===== config.mk =====
export PLATFORM = sky130hd
export DESIGN_NAME = pipelined_addsub
export DESIGN_NICKNAME = d
export VERILOG_FILES = /design/src/rtl/addsub_pkg.sv /design/src/rtl/cla_chunk.sv /design/src/rtl/pipelined_addsub.sv
export SDC_FILE = /design/constraint.sdc
export NUM_CORES = 1
export LEC_CHECK = 0
export BUFFER_PORTS_ARGS = -buffer_cell sky130_fd_sc_hd__buf_2
export CELL_PAD_IN_SITES_DETAIL_PLACEMENT = 2
export CELL_PAD_IN_SITES_GLOBAL_PLACEMENT = 2
export CORE_MARGIN = 1.5
export CORE_UTILIZATION = 39
export DETAILED_ROUTE_END_ITERATION = 16
export MAX_ROUTING_LAYER = met4
export PLACE_DENSITY = 0.87
export REMOVE_ABC_BUFFERS = 1
export SLEW_MARGIN = 20
export SYNTH_ARGS = -nofsm -noshare
export SYNTH_HDL_FRONTEND = slang
export SYNTH_HIERARCHICAL = 1
export SYNTH_SLANG_ARGS = --single-unit

===== constraint.sdc =====
create_clock -name clk -period 8.2 [get_ports clk]
set_input_delay 0.41 -clock clk [delete_from_list [all_inputs] [get_ports clk]]
set_output_delay 0.41 -clock clk [all_outputs]
set_load 0.01 [all_outputs]

===== src/rtl/addsub_pkg.sv =====
// Shared types for the pipelined add/subtract unit: op codes, flag bundle,
// per-stage control word and op-decoding helpers.
package addsub_pkg;

    typedef enum logic [1:0] {
        ADD = 2'b00,
        SUB = 2'b01,
        ADC = 2'b10,
        SBB = 2'b11
    } op_t;

    typedef struct packed {
        logic n;
        logic z;
        logic c;
        logic v;
    } flags_t;

    typedef struct packed {
        logic valid;
        op_t  op;
        logic carry;
    } stage_ctl_t;

    function automatic logic invert_b(input op_t op);
        return (op == SUB) || (op == SBB);
    endfunction

    // SBB treats cin=1 as "no borrow", so ADC and SBB both pass cin straight through.
    function automatic logic carry_in(input op_t op, input logic cin);
        logic c;
        case (op)
            ADD:     c = 1'b0;
            SUB:     c = 1'b1;
            default: c = cin;
        endcase
        return c;
    endfunction

endpackage


===== src/rtl/cla_chunk.sv =====
// Combinational carry-lookahead adder for one CW-bit pipeline chunk, built
// from GROUP-bit lookahead groups with group-level generate/propagate.
module cla_chunk #(
    parameter int CW    = 8,
    parameter int GROUP = 4
) (
    input  logic [CW-1:0] a,
    input  logic [CW-1:0] b,
    input  logic          cin,
    output logic [CW-1:0] sum,
    output logic          cout,
    output logic          a_msb,
    output logic          b_msb
);

    localparam int NG = CW / GROUP;

    logic [CW-1:0] g;
    logic [CW-1:0] p;

    assign g     = a & b;
    assign p     = a ^ b;
    assign a_msb = a[CW-1];
    assign b_msb = b[CW-1];

    // Group carry-in skips over each group via its G/P pair; bit carries are local.
    always_comb begin
        logic grp_carry;
        logic bit_carry;
        logic grp_g;
        logic grp_p;
        sum       = '0;
        grp_carry = cin;
        for (int j = 0; j < NG; j++) begin
            grp_g     = 1'b0;
            grp_p     = 1'b1;
            bit_carry = grp_carry;
            for (int i = 0; i < GROUP; i++) begin
                sum[j*GROUP+i] = p[j*GROUP+i] ^ bit_carry;
                bit_carry      = g[j*GROUP+i] | (p[j*GROUP+i] & bit_carry);
                grp_g          = g[j*GROUP+i] | (p[j*GROUP+i] & grp_g);
                grp_p          = grp_p & p[j*GROUP+i];
            end
            grp_carry = grp_g | (grp_p & grp_carry);
        end
        cout = grp_carry;
    end

endmodule


===== src/rtl/pipelined_addsub.sv =====
// STAGES-deep pipelined add/sub with valid/ready handshake and N/Z/C/V flags.
// Optional output clamping on signed overflow: PIPELINED_ADDSUB_SATURATE_EN.
module pipelined_addsub
    import addsub_pkg::*;
#(
    parameter int WIDTH  = 16,
    parameter int STAGES = 2,
    parameter int GROUP  = 4
) (
    input  logic             clk,
    input  logic             rst_n,
    input  logic             in_valid,
    output logic             in_ready,
    input  logic [WIDTH-1:0] in_a,
    input  logic [WIDTH-1:0] in_b,
    input  logic [1:0]       in_op,
    input  logic             in_cin,
    output logic             out_valid,
    input  logic             out_ready,
    output logic [WIDTH-1:0] out_sum,
    output logic             out_n,
    output logic             out_z,
    output logic             out_c,
    output logic             out_v
);

    localparam int CW = WIDTH / STAGES;

    typedef struct packed {
        stage_ctl_t       ctl;
        logic [WIDTH-1:0] a;
        logic [WIDTH-1:0] b;
        logic [WIDTH-1:0] sum;
        flags_t           flags;
    } stage_t;

    stage_t stage_reg  [STAGES];
    stage_t stage_next [STAGES];
    stage_t head;
    op_t    op;
    logic   en;

    assign op       = op_t'(in_op);
    assign en       = !stage_reg[STAGES-1].ctl.valid || out_ready;
    assign in_ready = en;

    // Operands enter with B already conditioned, so every stage is a plain add.
    always_comb begin
        head           = '0;
        head.ctl.valid = in_valid;
        head.ctl.op    = op;
        head.ctl.carry = carry_in(op, in_cin);
        head.a         = in_a;
        head.b         = invert_b(op) ? ~in_b : in_b;
    end

    genvar gi;
    generate
        for (gi = 0; gi < STAGES; gi++) begin : g_stage
            stage_t          src;
            stage_t          nxt;
            logic [CW-1:0]   chunk_sum;
            logic            chunk_cout;
            logic            msb_a;
            logic            msb_b;

            if (gi == 0) begin : g_first
                assign src = head;
            end else begin : g_rest
                assign src = stage_reg[gi-1];
            end

            cla_chunk #(
                .CW    (CW),
                .GROUP (GROUP)
            ) u_chunk (
                .a     (src.a[gi*CW +: CW]),
                .b     (src.b[gi*CW +: CW]),
                .cin   (src.ctl.carry),
                .sum   (chunk_sum),
                .cout  (chunk_cout),
                .a_msb (msb_a),
                .b_msb (msb_b)
            );

`ifdef PIPELINED_ADDSUB_SATURATE_EN
            localparam bit LAST = (gi == STAGES - 1);
`endif

            // Flags are evaluated every stage; only the last stage's values are exported.
            always_comb begin
                nxt                    = src;
                nxt.sum[gi*CW +: CW]   = chunk_sum;
                nxt.ctl.carry          = chunk_cout;
                nxt.flags.c            = chunk_cout;
                nxt.flags.v            = (msb_a == msb_b) && (chunk_sum[CW-1] != msb_a);
`ifdef PIPELINED_ADDSUB_SATURATE_EN
                if (LAST && nxt.flags.v) begin
                    nxt.sum = msb_a ? {1'b1, {(WIDTH-1){1'b0}}} : {1'b0, {(WIDTH-1){1'b1}}};
                end
`endif
                nxt.flags.n            = nxt.sum[WIDTH-1];
                nxt.flags.z            = (nxt.sum == '0);
            end

            assign stage_next[gi] = nxt;
        end
    endgenerate

    // One enable freezes the whole pipe, so a stalled result never changes.
    always_ff @(posedge clk or negedge rst_n) begin
        if (!rst_n) begin
            for (int k = 0; k < STAGES; k++) begin
                stage_reg[k] <= '0;
            end
        end else if (en) begin
            for (int k = 0; k < STAGES; k++) begin
                stage_reg[k] <= stage_next[k];
            end
        end
    end

    assign out_valid = stage_reg[STAGES-1].ctl.valid;
    assign out_sum   = stage_reg[STAGES-1].sum;
    assign out_n     = stage_reg[STAGES-1].flags.n;
    assign out_z     = stage_reg[STAGES-1].flags.z;
    assign out_c     = stage_reg[STAGES-1].flags.c;
    assign out_v     = stage_reg[STAGES-1].flags.v;

endmodule


* Word level (Yosys, flattened, before mapping) *
Cells that the tools add are included.

operators by class
  mux-type cells = 2
  eq/ne operators = 4
  bitwise logic cells = 89
  reductions and logical operators = 6

operator list
  operator                                                               number
  1-bit bitwise AND                                                      40
  1-bit OR                                                               28
  8-bit bitwise AND                                                      2
  16-bit logical NOT                                                     1
  16-bit two-way mux                                                     1
  16-bit NOT                                                             1
  1-bit bitwise XOR                                                      16
  8-bit bitwise XOR                                                      2
  2-bit by 1-bit equality test with 1-bit output, second input constant  1
  2-bit equality test, second input constant                             1
  2-bit logical NOT                                                      1
  1-bit logical OR                                                       2
  1-bit case mux with 2 select lines                                     1
  1-bit equality test                                                    1
  1-bit logical AND                                                      1
  1-bit logical NOT                                                      1
  1-bit != test                                                          1

storage, ports and cells
  input bits = 39
  bits in registers = 63

* Longest topological paths before layout *
  word-level depth = 18
  mapped depth = 11
  mapped depth without buffers = 11

* Hierarchy *
Netlist, hierarchy kept.

by module, submodules not included
  module                           seq. area each (um^2)  instances  cells an instance  area each (um^2)
  pipelined_addsub                 1151.1                 1          137                2003.2
  cla_chunk at g_stage[1].u_chunk  0.0                    1          35                 372.9
  cla_chunk at g_stage[0].u_chunk  0.0                    1          35                 347.8

* Least setup slack after synthesis *
Ideal clock, no wire load.

  path type = input port to flip-flop
  start point = input port in_op[0]
  end point = register stage_reg (netlist bit g_stage[1].nxt[11])
  buffers on the path = 2
  setup slack = 4.919 ns
  arrival = 3.156 ns
  setup time = 0.125 ns
  stages on the path = 11
  path through = buf_4 -> buf_4 -> xor2_1 -> ha_1 -> a41oi_1 -> o22ai_2 -> fa_1 -> fa_1 -> fa_1 -> xor2_1 -> mux2_2

RTL lines
  item                            line                     RTL
  start: declaration              pipelined_addsub.sv:16   input logic [1:0] in_op,
  end signal: indexed assignment  pipelined_addsub.sv:118  stage_reg[k] <= stage_next[k];
  end: declaration                pipelined_addsub.sv:37   stage_t stage_reg [STAGES];

* Worst setup path in the final report *
  start point = register stage_reg (netlist bit g_stage[1].nxt[46])
  end point = register stage_reg (netlist bit out_z)

between the ends
  word-level cells in the longest chain between the ends = 14
  elaborated cells on any way between the ends = 25
  classes of those cells = 24 x bitwise; 1 x reduce/logical

ends and longest elaborated chain
  item                         line                     RTL
  8-bit bitwise XOR            cla_chunk.sv:22          assign p = a ^ b;
  1-bit bitwise AND            cla_chunk.sv:41          grp_g = g[j*GROUP+i] | (p[j*GROUP+i] & grp_g);
  1-bit OR                     cla_chunk.sv:41
  1-bit bitwise AND            cla_chunk.sv:41
  1-bit OR                     cla_chunk.sv:41
  1-bit OR *                   cla_chunk.sv:44          grp_carry = grp_g | (grp_p & grp_carry);
  1-bit bitwise AND *          cla_chunk.sv:40          bit_carry = g[j*GROUP+i] | (p[j*GROUP+i] & bit_carry);
  1-bit OR *                   cla_chunk.sv:40
  1-bit bitwise AND *          cla_chunk.sv:40
  1-bit OR *                   cla_chunk.sv:40
  1-bit bitwise AND *          cla_chunk.sv:40
  1-bit OR *                   cla_chunk.sv:40
  1-bit bitwise XOR *          cla_chunk.sv:39          sum[j*GROUP+i] = p[j*GROUP+i] ^ bit_carry;
  via g_stage[1].chunk_sum[7]  pipelined_addsub.sv:62   logic [CW-1:0] chunk_sum;
  16-bit logical NOT *         pipelined_addsub.sv:103  nxt.flags.z = (nxt.sum == '0);

Mark *: on every way through the listed nets, which the timed path passes. The rest lies on a longest branch.
A chain may end at the register's enable or synchronous reset.

==> metrics.md <==
| Metric | Value |
|---|---|
| Measured slew at the worst slew-check pin | `0.7921 ns` |
| Vias in the first global route | `1984` |
| Number of endpoints failing setup at the final stage | `0` |
| DRC Markers | `0` |
| DRC violation total after the first TritonRoute iteration | `89` |
| Row count | `30` |
| Post-Syn Area | `0.002709 mm^2` |
| Number of buffers added to fix hold violations after cts | `0` |
| Portion of the clock cycle consumed by the worst path in the final layout | `45.66%` |
| RSZ-0062 raised after global routing | `no` |
| Routed wire per std cell | `17.02 um` |
| Port Buf Inserts | `60` |
| Detailed placer's ending HPWL | `4471 um` |
| Die height | `86.34 um` |
| Share of post-route cells with drive strength above 1 | `41.98%` |
| Start-to-end type of the worst setup path | `register to register` |
| CTS tree | `done` |
| Clock Skew | `0.004786 ns` |
| Aggregate global-route resource usage | `17.80%` |
| Count of yosys warnings during synthesis | `6` |
| Detail-routed via count per cell | `5.047` |
| Effective utilization at floorplan | `40.09%` |
| First-pass iteration count of the detailed router | `2` |
| DP Worst Slack | `4.447 ns` |
| Weighted congestion reported at the end of routability-driven placement | `0.7179` |
| Critical path arrival | `3.96 ns` |
| Average cell area after synthesis | `13.21 um^2` |
| Max Root-Sink Buffers | `2` |
| Status | `complete, no violations` |
| Area of the die | `0.007455 mm^2` |
| Core ar. | `0.006756 mm^2` |
| Number of primary I/O pins | `61` |
| Critical path launch point type | `register` |
| Aggregate global routing overflow | `0` |
| Vias | `1726` |
| Largest net degree at the start of global routing | `57` |
| Sink Count | `46` |
| Die W | `86.34 um` |
| Clock buffers created by TritonCTS | `5` |
| Root buffer cell | `clkbuf_8` |
| Number of cells upsized or downsized after cts | `0` |
| Total Neg Setup Slack | `0 ns` |
| Required time reported for the critical path endpoint | `8.42 ns` |
| Max-slew violation count | `0` |
| Hold Crit Class | `primary input to async pin` |
| Antenna diode instance count | `0` |
| Power per cell area | `262.6 mW/mm^2` |
| Crit path max fanout | `4` |
| Final hold violations | `0` |
| Highest attainable clock frequency | `267.1 MHz` |
| # Max-Cap Violations | `0` |
| H-tree level count | `2` |
| Number of setup buffers added after CTS | `0` |
| Remaining number of nets flagged by the antenna check after routing | `0` |
| Number of antenna violations at the first check in global routing | `0` |
| Area growth from synthesis to layout | `14.83%` |
| Clock slew at reported path FFs | `0.08 ns` |
| Max VDD drop | `66.55 uV` |
| Skew-Pair Late Insertion Delay | `0.30 ns` |
| Global-route wire length before repair | `9777 um` |
| Final critical delay including setup and external delays | `3.744 ns` |
| Net count, final | `328` |
| Leakage power summed over all cells | `1.522 nW` |
| Cell count after synthesis | `205` |
| Worst rel slew slack | `47.19%` |
| Post-Route WL | `5820 um` |
| Worst Setup Slack, final | `4.456 ns` |
| Crit end category | `register` |
## where the power goes
part,total (mW),switching (mW),leakage (nW),internal (mW)
clock,0.144,0.0760,0.0482,0.0681
combinational,0.322,0.148,0.938,0.174
sequential,0.351,0.0540,0.536,0.297
## per-layer routing
metal  vias to the layer above  global-route usage [%]  routed length [um]  share of wire (%)
met1                       870                   21.36                2561                 44
met4                         0                   5.279                  71                1.2
met3                         5                   3.810                 240                4.1
met2                        43                   30.18                2947                 51
met5                         -                       -                   0                  0
li1                        808                       -                   -                  -
## registers in the layout (all words and copies together), names as in the netlist
| register | cells |
|---|---|
| g_stage.nxt | 25 |
| out_c | 1 |
| g_stage.src | 1 |
| out_sum | 16 |
| out_z | 1 |
| out_valid | 1 |
| out_v | 1 |
## stage by stage
step,util (%),cells,hold WS (ns),power [mW],cell area (um^2)
3_3_place_gp,44.65,334,0.4411,0.6605,3017
5_1_grt,46.04,342,0.1307,0.8797,3110
4_1_cts,46.00,342,0.3178,0.8330,3108
6_report,46.04,342,0.09597,0.8169,3110
2_1_floorplan,-,194,0.1144,0.5556,2616
3_5_place_dp,44.65,334,0.4674,0.6820,3017
## critical path: stages (launching register included)
cell and delay (ns):
dfrtp_1 0.42, ha_1 0.36, and4_4 0.19, a2111oi_4 0.39, nor2_1 0.11, fa_1 0.39, fa_1 0.39, fa_1 0.40
xor2_1 0.20, nor4_1 0.46, nand4_1 0.16, mux2i_1 0.17
## final timing paths
path                                                startpoint                              to  slack [ns]  cells after the start
worst max-delay path            g_stage[1].nxt[46]$_DFFE_PN0P_               out_z$_DFFE_PN0P_        4.46                     11
worst min-delay path                                     rst_n  g_stage[1].nxt[44]$_DFFE_PN0P_         0.1                      1
worst max register to register  g_stage[1].nxt[46]$_DFFE_PN0P_               out_z$_DFFE_PN0P_        4.46                     11
worst min register to register  g_stage[1].nxt[55]$_DFFE_PN0P_           out_valid$_DFFE_PN0P_        0.47                      1
max in group asynchronous                                rst_n         out_sum[14]$_DFFE_PN0P_        7.69                      1
min in group clk                                      in_a[13]  g_stage[1].nxt[49]$_DFFE_PN0P_        0.33                      2
## layout by cell type (no fill, tap or decap)
cell,n
a2111oi_4,1
a211oi_2,1
nor2_1,13
or2_2,1
a21o_1,3
nand2b_4,1
nand4_1,2
ha_1,16
mux2_2,18
a41oi_1,1
and3b_1,1
clkbuf_8,6
clkinv_2,1
clkbuf_1,1
nand2b_1,1
and3_1,1
mux2i_1,1
xnor2_1,8
and4_4,1
o211ai_2,1
buf_2,59
xor2_1,12
nor4_1,4
nand2_1,2
a21oi_1,13
o22ai_2,1
mux2_4,18
inv_1,13
o21ai_0,2
dfrtp_1,46
buf_4,1
fa_1,12
## area by class of cell
class,instances,area [um^2]
Fill cell,698,3646
Multi-Input combinational cell,135,1416
Sequential cell,46,1151
Timing Repair Buffer,60,302.8
Tap cell,80,100.1
Clock buffer,7,86.33
Inverter,13,48.80
Clock inverter,1,5.005
(Power assumes the default switching activity.)
